===== src/rtl/counter_sched_pkg.sv =====
// Shared types and the round-robin pick helper for the counter scheduler.
package counter_sched_pkg;

  typedef enum logic [1:0] {IDLE, RUN, DONE} sched_state_t;

  localparam int MAX_REQ   = 8;
  localparam int PTR_MAX_W = 3;

  // Lowest index at or after ptr (cyclic over n requesters) wins; only bits < n are considered.
  function automatic logic [MAX_REQ-1:0] rr_pick(input logic [MAX_REQ-1:0]   req,
                                                 input logic [PTR_MAX_W-1:0] ptr,
                                                 input int                   n);
    logic [MAX_REQ-1:0]   g;
    logic [PTR_MAX_W-1:0] idx;
    logic                 found;
    g     = '0;
    found = 1'b0;
    for (int i = 0; i < MAX_REQ; i++) begin
      idx = PTR_MAX_W'((int'(ptr) + i) % n);
      if (i < n && !found && req[idx]) begin
        g[idx] = 1'b1;
        found  = 1'b1;
      end
    end
    return g;
  endfunction

endpackage


===== src/rtl/counter_sched_if.sv =====
// Client-facing bundle of the counter scheduler: requests, lengths and grant/status.
interface counter_sched_if #(
  parameter int NUM_REQ = 4,
  parameter int CNT_W   = 8
);
  logic [NUM_REQ-1:0]       req;
  logic [NUM_REQ*CNT_W-1:0] len;
  logic [NUM_REQ-1:0]       gnt;
  logic                     busy;
  logic [NUM_REQ-1:0]       done;
  logic                     abort;
  logic [CNT_W-1:0]         count;

  modport master (output req, len, input gnt, busy, done, abort, count);
  modport slave  (input req, len, output gnt, busy, done, abort, count);
endinterface


===== src/rtl/counter_sched_counter_core.sv =====
// Plain up-counter with synchronous clear and enable; clear dominates enable.
module counter_core #(
  parameter int CNT_W = 8
) (
  input  logic             clk,
  input  logic             rst,
  input  logic             i_clr,
  input  logic             i_en,
  output logic [CNT_W-1:0] o_count
);

  logic [CNT_W-1:0] r_count;

  always_ff @(posedge clk) begin
    if (rst || i_clr) begin
      r_count <= '0;
    end else if (i_en) begin
      r_count <= r_count + CNT_W'(1);
    end
  end

  assign o_count = r_count;

endmodule


===== src/rtl/counter_sched.sv =====
// Round-robin scheduler sharing one up-counter between NUM_REQ requesters.
module counter_sched
  import counter_sched_pkg::*;
#(
  parameter int NUM_REQ = 4,
  parameter int CNT_W   = 8
) (
  input  logic            clk,
  input  logic            rst,
  counter_sched_if.slave  bus
);

  localparam int PTR_W = (NUM_REQ > 1) ? $clog2(NUM_REQ) : 1;

  sched_state_t       r_state;
  logic [NUM_REQ-1:0] r_gnt;
  logic [NUM_REQ-1:0] r_done;
  logic               r_abort;
  logic [CNT_W-1:0]   r_len_q;
  logic [PTR_W-1:0]   r_owner;
  logic [PTR_W-1:0]   r_rr_ptr;

  sched_state_t       w_state_nxt;
  logic [NUM_REQ-1:0] w_gnt_nxt;
  logic [NUM_REQ-1:0] w_done_nxt;
  logic               w_abort_nxt;
  logic [CNT_W-1:0]   w_len_nxt;
  logic [PTR_W-1:0]   w_owner_nxt;
  logic [PTR_W-1:0]   w_ptr_nxt;
  logic               w_clr;
  logic               w_en;

  logic [MAX_REQ-1:0]   w_req_ext;
  logic [PTR_MAX_W-1:0] w_ptr_ext;
  logic [MAX_REQ-1:0]   w_pick_ext;
  logic [NUM_REQ-1:0]   w_pick;
  logic                 w_pick_any;
  logic [CNT_W-1:0]     w_pick_len;
  logic [PTR_W-1:0]     w_pick_idx;
  logic [PTR_W-1:0]     w_owner_inc;
  logic [CNT_W-1:0]     w_count;

  always_comb begin
    w_req_ext                = '0;
    w_req_ext[NUM_REQ-1:0]   = bus.req;
    w_ptr_ext                = '0;
    w_ptr_ext[PTR_W-1:0]     = r_rr_ptr;
  end

  assign w_pick_ext = rr_pick(w_req_ext, w_ptr_ext, NUM_REQ);
  assign w_pick     = w_pick_ext[NUM_REQ-1:0];
  // The picker only sets bits below NUM_REQ, so its OR is "any request pending".
  assign w_pick_any = |w_pick_ext;

  always_comb begin
    w_pick_len = '0;
    w_pick_idx = '0;
    for (int i = 0; i < NUM_REQ; i++) begin
      if (w_pick[i]) begin
        w_pick_len = bus.len[i*CNT_W +: CNT_W];
        w_pick_idx = PTR_W'(i);
      end
    end
  end

  assign w_owner_inc = (r_owner == PTR_W'(NUM_REQ - 1)) ? '0 : r_owner + PTR_W'(1);

  always_ff @(posedge clk) begin
    if (rst) begin
      r_state <= IDLE;
    end else begin
      r_state <= w_state_nxt;
    end
  end

  always_comb begin
    w_state_nxt = r_state;
    w_gnt_nxt   = r_gnt;
    w_done_nxt  = '0;
    w_abort_nxt = 1'b0;
    w_len_nxt   = r_len_q;
    w_owner_nxt = r_owner;
    w_ptr_nxt   = r_rr_ptr;
    w_clr       = 1'b0;
    w_en        = 1'b0;
    unique case (r_state)
      IDLE: begin
        w_clr = 1'b1;
        if (w_pick_any) begin
          w_gnt_nxt   = w_pick;
          w_len_nxt   = w_pick_len;
          w_owner_nxt = w_pick_idx;
          // A zero-length request completes immediately without counting.
          if (w_pick_len == '0) begin
            w_state_nxt = DONE;
            w_done_nxt  = w_pick;
          end else begin
            w_state_nxt = RUN;
          end
        end
      end
      RUN: begin
        if (!bus.req[r_owner]) begin
          w_state_nxt = IDLE;
          w_gnt_nxt   = '0;
          w_abort_nxt = 1'b1;
          w_clr       = 1'b1;
          w_ptr_nxt   = w_owner_inc;
        end else if (w_count == r_len_q - CNT_W'(1)) begin
          w_state_nxt = DONE;
          w_done_nxt  = r_gnt;
        end else begin
          w_en = 1'b1;
        end
      end
      DONE: begin
        w_state_nxt = IDLE;
        w_gnt_nxt   = '0;
        w_clr       = 1'b1;
        w_ptr_nxt   = w_owner_inc;
      end
      default: begin
        w_state_nxt = IDLE;
        w_gnt_nxt   = '0;
        w_clr       = 1'b1;
      end
    endcase
  end

  always_ff @(posedge clk) begin
    if (rst) begin
      r_gnt    <= '0;
      r_done   <= '0;
      r_abort  <= 1'b0;
      r_len_q  <= '0;
      r_owner  <= '0;
      r_rr_ptr <= '0;
    end else begin
      r_gnt    <= w_gnt_nxt;
      r_done   <= w_done_nxt;
      r_abort  <= w_abort_nxt;
      r_len_q  <= w_len_nxt;
      r_owner  <= w_owner_nxt;
      r_rr_ptr <= w_ptr_nxt;
    end
  end

  counter_core #(
    .CNT_W (CNT_W)
  ) u_counter_core (
    .clk     (clk),
    .rst     (rst),
    .i_clr   (w_clr),
    .i_en    (w_en),
    .o_count (w_count)
  );

  assign bus.gnt   = r_gnt;
  assign bus.busy  = (r_state != IDLE);
  assign bus.done  = r_done;
  assign bus.abort = r_abort;
  assign bus.count = w_count;

endmodule

===== src/flat_wrapper.sv =====
// flat-port wrapper written by rule: the top's interface ports become plain ports
module counter_sched_flat import counter_sched_pkg::*;
#(
  parameter int NUM_REQ = 4,
  parameter int CNT_W   = 8
)
  (clk, rst, bus_req, bus_len, bus_gnt, bus_busy, bus_done, bus_abort, bus_count);
  counter_sched_if #(.NUM_REQ(NUM_REQ), .CNT_W(CNT_W)) bus_i ();
  input  logic clk;
  input  logic rst;
  input wire logic [$bits(bus_i.req)-1:0] bus_req;
  input wire logic [$bits(bus_i.len)-1:0] bus_len;
  output wire logic [$bits(bus_i.gnt)-1:0] bus_gnt;
  output wire logic [$bits(bus_i.busy)-1:0] bus_busy;
  output wire logic [$bits(bus_i.done)-1:0] bus_done;
  output wire logic [$bits(bus_i.abort)-1:0] bus_abort;
  output wire logic [$bits(bus_i.count)-1:0] bus_count;
  assign bus_i.req = bus_req;
  assign bus_i.len = bus_len;
  assign bus_gnt = bus_i.gnt;
  assign bus_busy = bus_i.busy;
  assign bus_done = bus_i.done;
  assign bus_abort = bus_i.abort;
  assign bus_count = bus_i.count;
  counter_sched #(.NUM_REQ(NUM_REQ), .CNT_W(CNT_W)) u_core (.clk(clk), .rst(rst), .bus(bus_i));
endmodule

===== config.mk =====
export PLATFORM = sky130hd
export DESIGN_NAME = counter_sched_flat
export DESIGN_NICKNAME = d
export VERILOG_FILES = /design/src/rtl/counter_sched_pkg.sv /design/src/rtl/counter_sched_if.sv /design/src/rtl/counter_sched_counter_core.sv /design/src/rtl/counter_sched.sv /design/src/flat_wrapper.sv
export SDC_FILE = /design/constraint.sdc
export NUM_CORES = 1
export LEC_CHECK = 0
export CORE_MARGIN = 5
export CORE_UTILIZATION = 35
export DETAILED_ROUTE_END_ITERATION = 8
export PLACE_DENSITY = 0.59
export SLEW_MARGIN = 40
export SYNTH_ARGS = -nofsm -noshare
export SYNTH_HDL_FRONTEND = slang
export SYNTH_HIERARCHICAL = 1
export SYNTH_SLANG_ARGS = --single-unit

===== constraint.sdc =====
create_clock -name clk -period 6.3 [get_ports clk]
set_input_delay 1.26 -clock clk [delete_from_list [all_inputs] [get_ports clk]]
set_output_delay 1.26 -clock clk [all_outputs]
set_load 0.005 [all_outputs]

==> reports/results.tsv <==
metric	value	unit
insertion_delay	0.29	ns
cts_buffer_depth	2	
max_freq	217.2	MHz
r2r_start	u_core/r_rr_ptr[0]	
cap_violations	0	
yosysUniqueCellTypes	65	
setup_tns	0	ns
cp-startpoint	bus_req[3]	
grt_use_total	15.59	%
async_flop_share	0	%
dr.first_iter.drc_count	82	
drt_pass1_iterations	4	
cts_sinks	31	
root_buffer	clkbuf_8	
worst-path-max-fanout	17	
h-tree-depth	2	
grt-ovfl-total	0	
tightestPinTransition	0.7198	ns
diodes	0	
gp_congestion	0.9060	
post_cts_resized	0	
synth.area.top_cells	dfxtp_1 27%, nor2_1 6.3%, ha_1 4.8%	
irDropWorstVdd	0.1399	mV
synth_edf_count	0	
synth-seq-cells	31	
synth_ff_type	dfxtp_1	
syn_nets	321	
grt_pass1_vias	2191	
drc	0	
cts_buffers	5	
synth_top_area_share	26.54	%
seq_area_frac_synth	26.54	%
fin_ws	1.695	ns
yosysMostFrequentCell	nor2_1	
fin_hold_ws	0.4907	ns
period_minus_slack	4.605	ns
yosys_warnings	6	
endpoint_kind	flip-flop	
rsz0062_at_grt	no	
hold_start	u_core/bus.gnt[1]	
path_clk_slew	0.06	ns
via_per_inst	5.768	
cts_tree	yes	
synth.avg_cell_area	8.535	um2
synth_top_area_cell	dfxtp_1	
place_hpwl	5036	um
die_w	91.74	um
post_cts_buffers	0	
antenna_found_initial	0	
vias	2307	
ios	56	
critPathLaunchType	input pin	
core_area	6422	um2
postCtsHoldBufs	0	
slew_headroom	51.38	%
p_leak	0.001051	uW
finalHoldViolCount	0	
syn_area	2338	um2
ant_nets	0	
ys_top_cells_by_count	39 x nor2_1, 31 x dfxtp_1, 15 x nand2_1, 11 x o21ai_0	
status	finished clean	
die_area	8416	um2
worstPathRequired	6.51	ns
p_per_area	419.6	nW/um2
final_max_slew_viol_count	0	
finClkSkew	0.007799	ns
layout-drive-gt1-share	9.907	%
grt_max_degree	23	
power.total	1260	uW
row_count	29	
fp.dieH	91.74	um
start_util	36.41	%
finalCritPeriodShare	73.09	%
dp_worst_setup_slack	1.524	ns
routedWlPerCell	16.10	um
hold_class	flip-flop to flip-flop	
arrival	4.82	ns
syn2layout_area_growth	28.46	%
portBuffers	55	
crit_type	input pin to flip-flop	
final-setup-viol-count	0	
grt_pass1_wl	10870	um
nNetsFinal	369	
synth_cells	274	
drt-total-wl	6440	um
[cell usage in the layout (no fill, tap or decap), drive strengths merged, types with 8 or more instances in the layout]
| cell | synthesis | layout |
|---|---|---|
| clkbuf | 5 | 8 |
| o21ai | 16 | 16 |
| ha | 9 | 9 |
| a21oi | 10 | 10 |
| nor3 | 12 | 12 |
| dfxtp | 31 | 31 |
| nand2 | 15 | 15 |
| nor2 | 40 | 40 |
| clkdlybuf4s50 | 0 | 54 |
| xnor2 | 9 | 9 |
[layer usage]
layer / vias up / share of wire [%] / global-route usage, %
li1: 1132 / - / -
met1: 1086 / 48 / 22.14
met2: 77 / 43 / 22.64
met3: 12 / 6.5 / 3.764
met4: 0 / 2.4 / 6.064
met5: - / 0 / 0
[stage by stage]
| stage | instance area [um2] | instances | utilization, % |
|---|---|---|---|
| 6_report | 3004 | 400 | 46.78 |
| 3_5_place_dp | 2898 | 392 | 45.12 |
| 3_3_place_gp | 2898 | 392 | 45.12 |
| 2_1_floorplan | 2338 | 274 | - |
| 4_1_cts | 2998 | 400 | 46.68 |
| 5_1_grt | 3004 | 400 | 46.78 |
[critical path: stages]
cell             delay (ns)
clkdlybuf4s50_1        0.55
mux4_2                 0.62
a221o_1                0.29
a32o_1                 0.23
nor2_2                 0.54
nand2_1                0.28
o41ai_1                0.76
a22oi_1                0.15
nor2_1                 0.13
[registers in the layout, summed over array words and instances, names as in the netlist]
| signal | flops |
|---|---|
| u_core/bus.done | 4 |
| u_core/r_owner | 2 |
| u_core/u_counter_core/o_count | 8 |
| u_core/r_state | 2 |
| u_core/bus.gnt | 4 |
| u_core/r_rr_ptr | 2 |
| u_core/bus.abort | 1 |
| u_core/r_len_q | 8 |
[final cells by class]
type,instances,area (um2)
clock buffer,8,100.1
fill,647,3418
inverter,6,22.52
multi-input combinational,222,1612
sequential,31,620.6
tap,77,96.34
timing repair buffer,56,553.0
[where the power goes]
group | internal [uW] | switching [uW] | leakage [uW]
Clock | 99.6 | 73.0 | 0.0000515
Combinational | 344 | 446 | 0.000746
Sequential | 240 | 57.8 | 0.000253
Total | 684 | 576 | 0.00105
[path summary, 6_finish.rpt]
kind	endpoint	slack, ns	cells past startpoint
max reg2reg	u_core/bus.gnt[0]	1.99	10
max	u_core/bus.gnt[0]	1.70	9
min	u_core/bus.done[1]	0.49	2
min reg2reg	u_core/bus.done[1]	0.49	2
[logic make-up after synthesis]
family                   synth area share [%]
AO/OA/AOI/OAI                           23.33
XOR/XNOR                                4.869
adder cells (fa/ha/maj)                 4.815
buffers and inverters                   5.029
flip-flops                              26.54
multiplexers                            9.470
AND/OR/NAND/NOR                         25.95
Power figures use the tool's default switching activity.
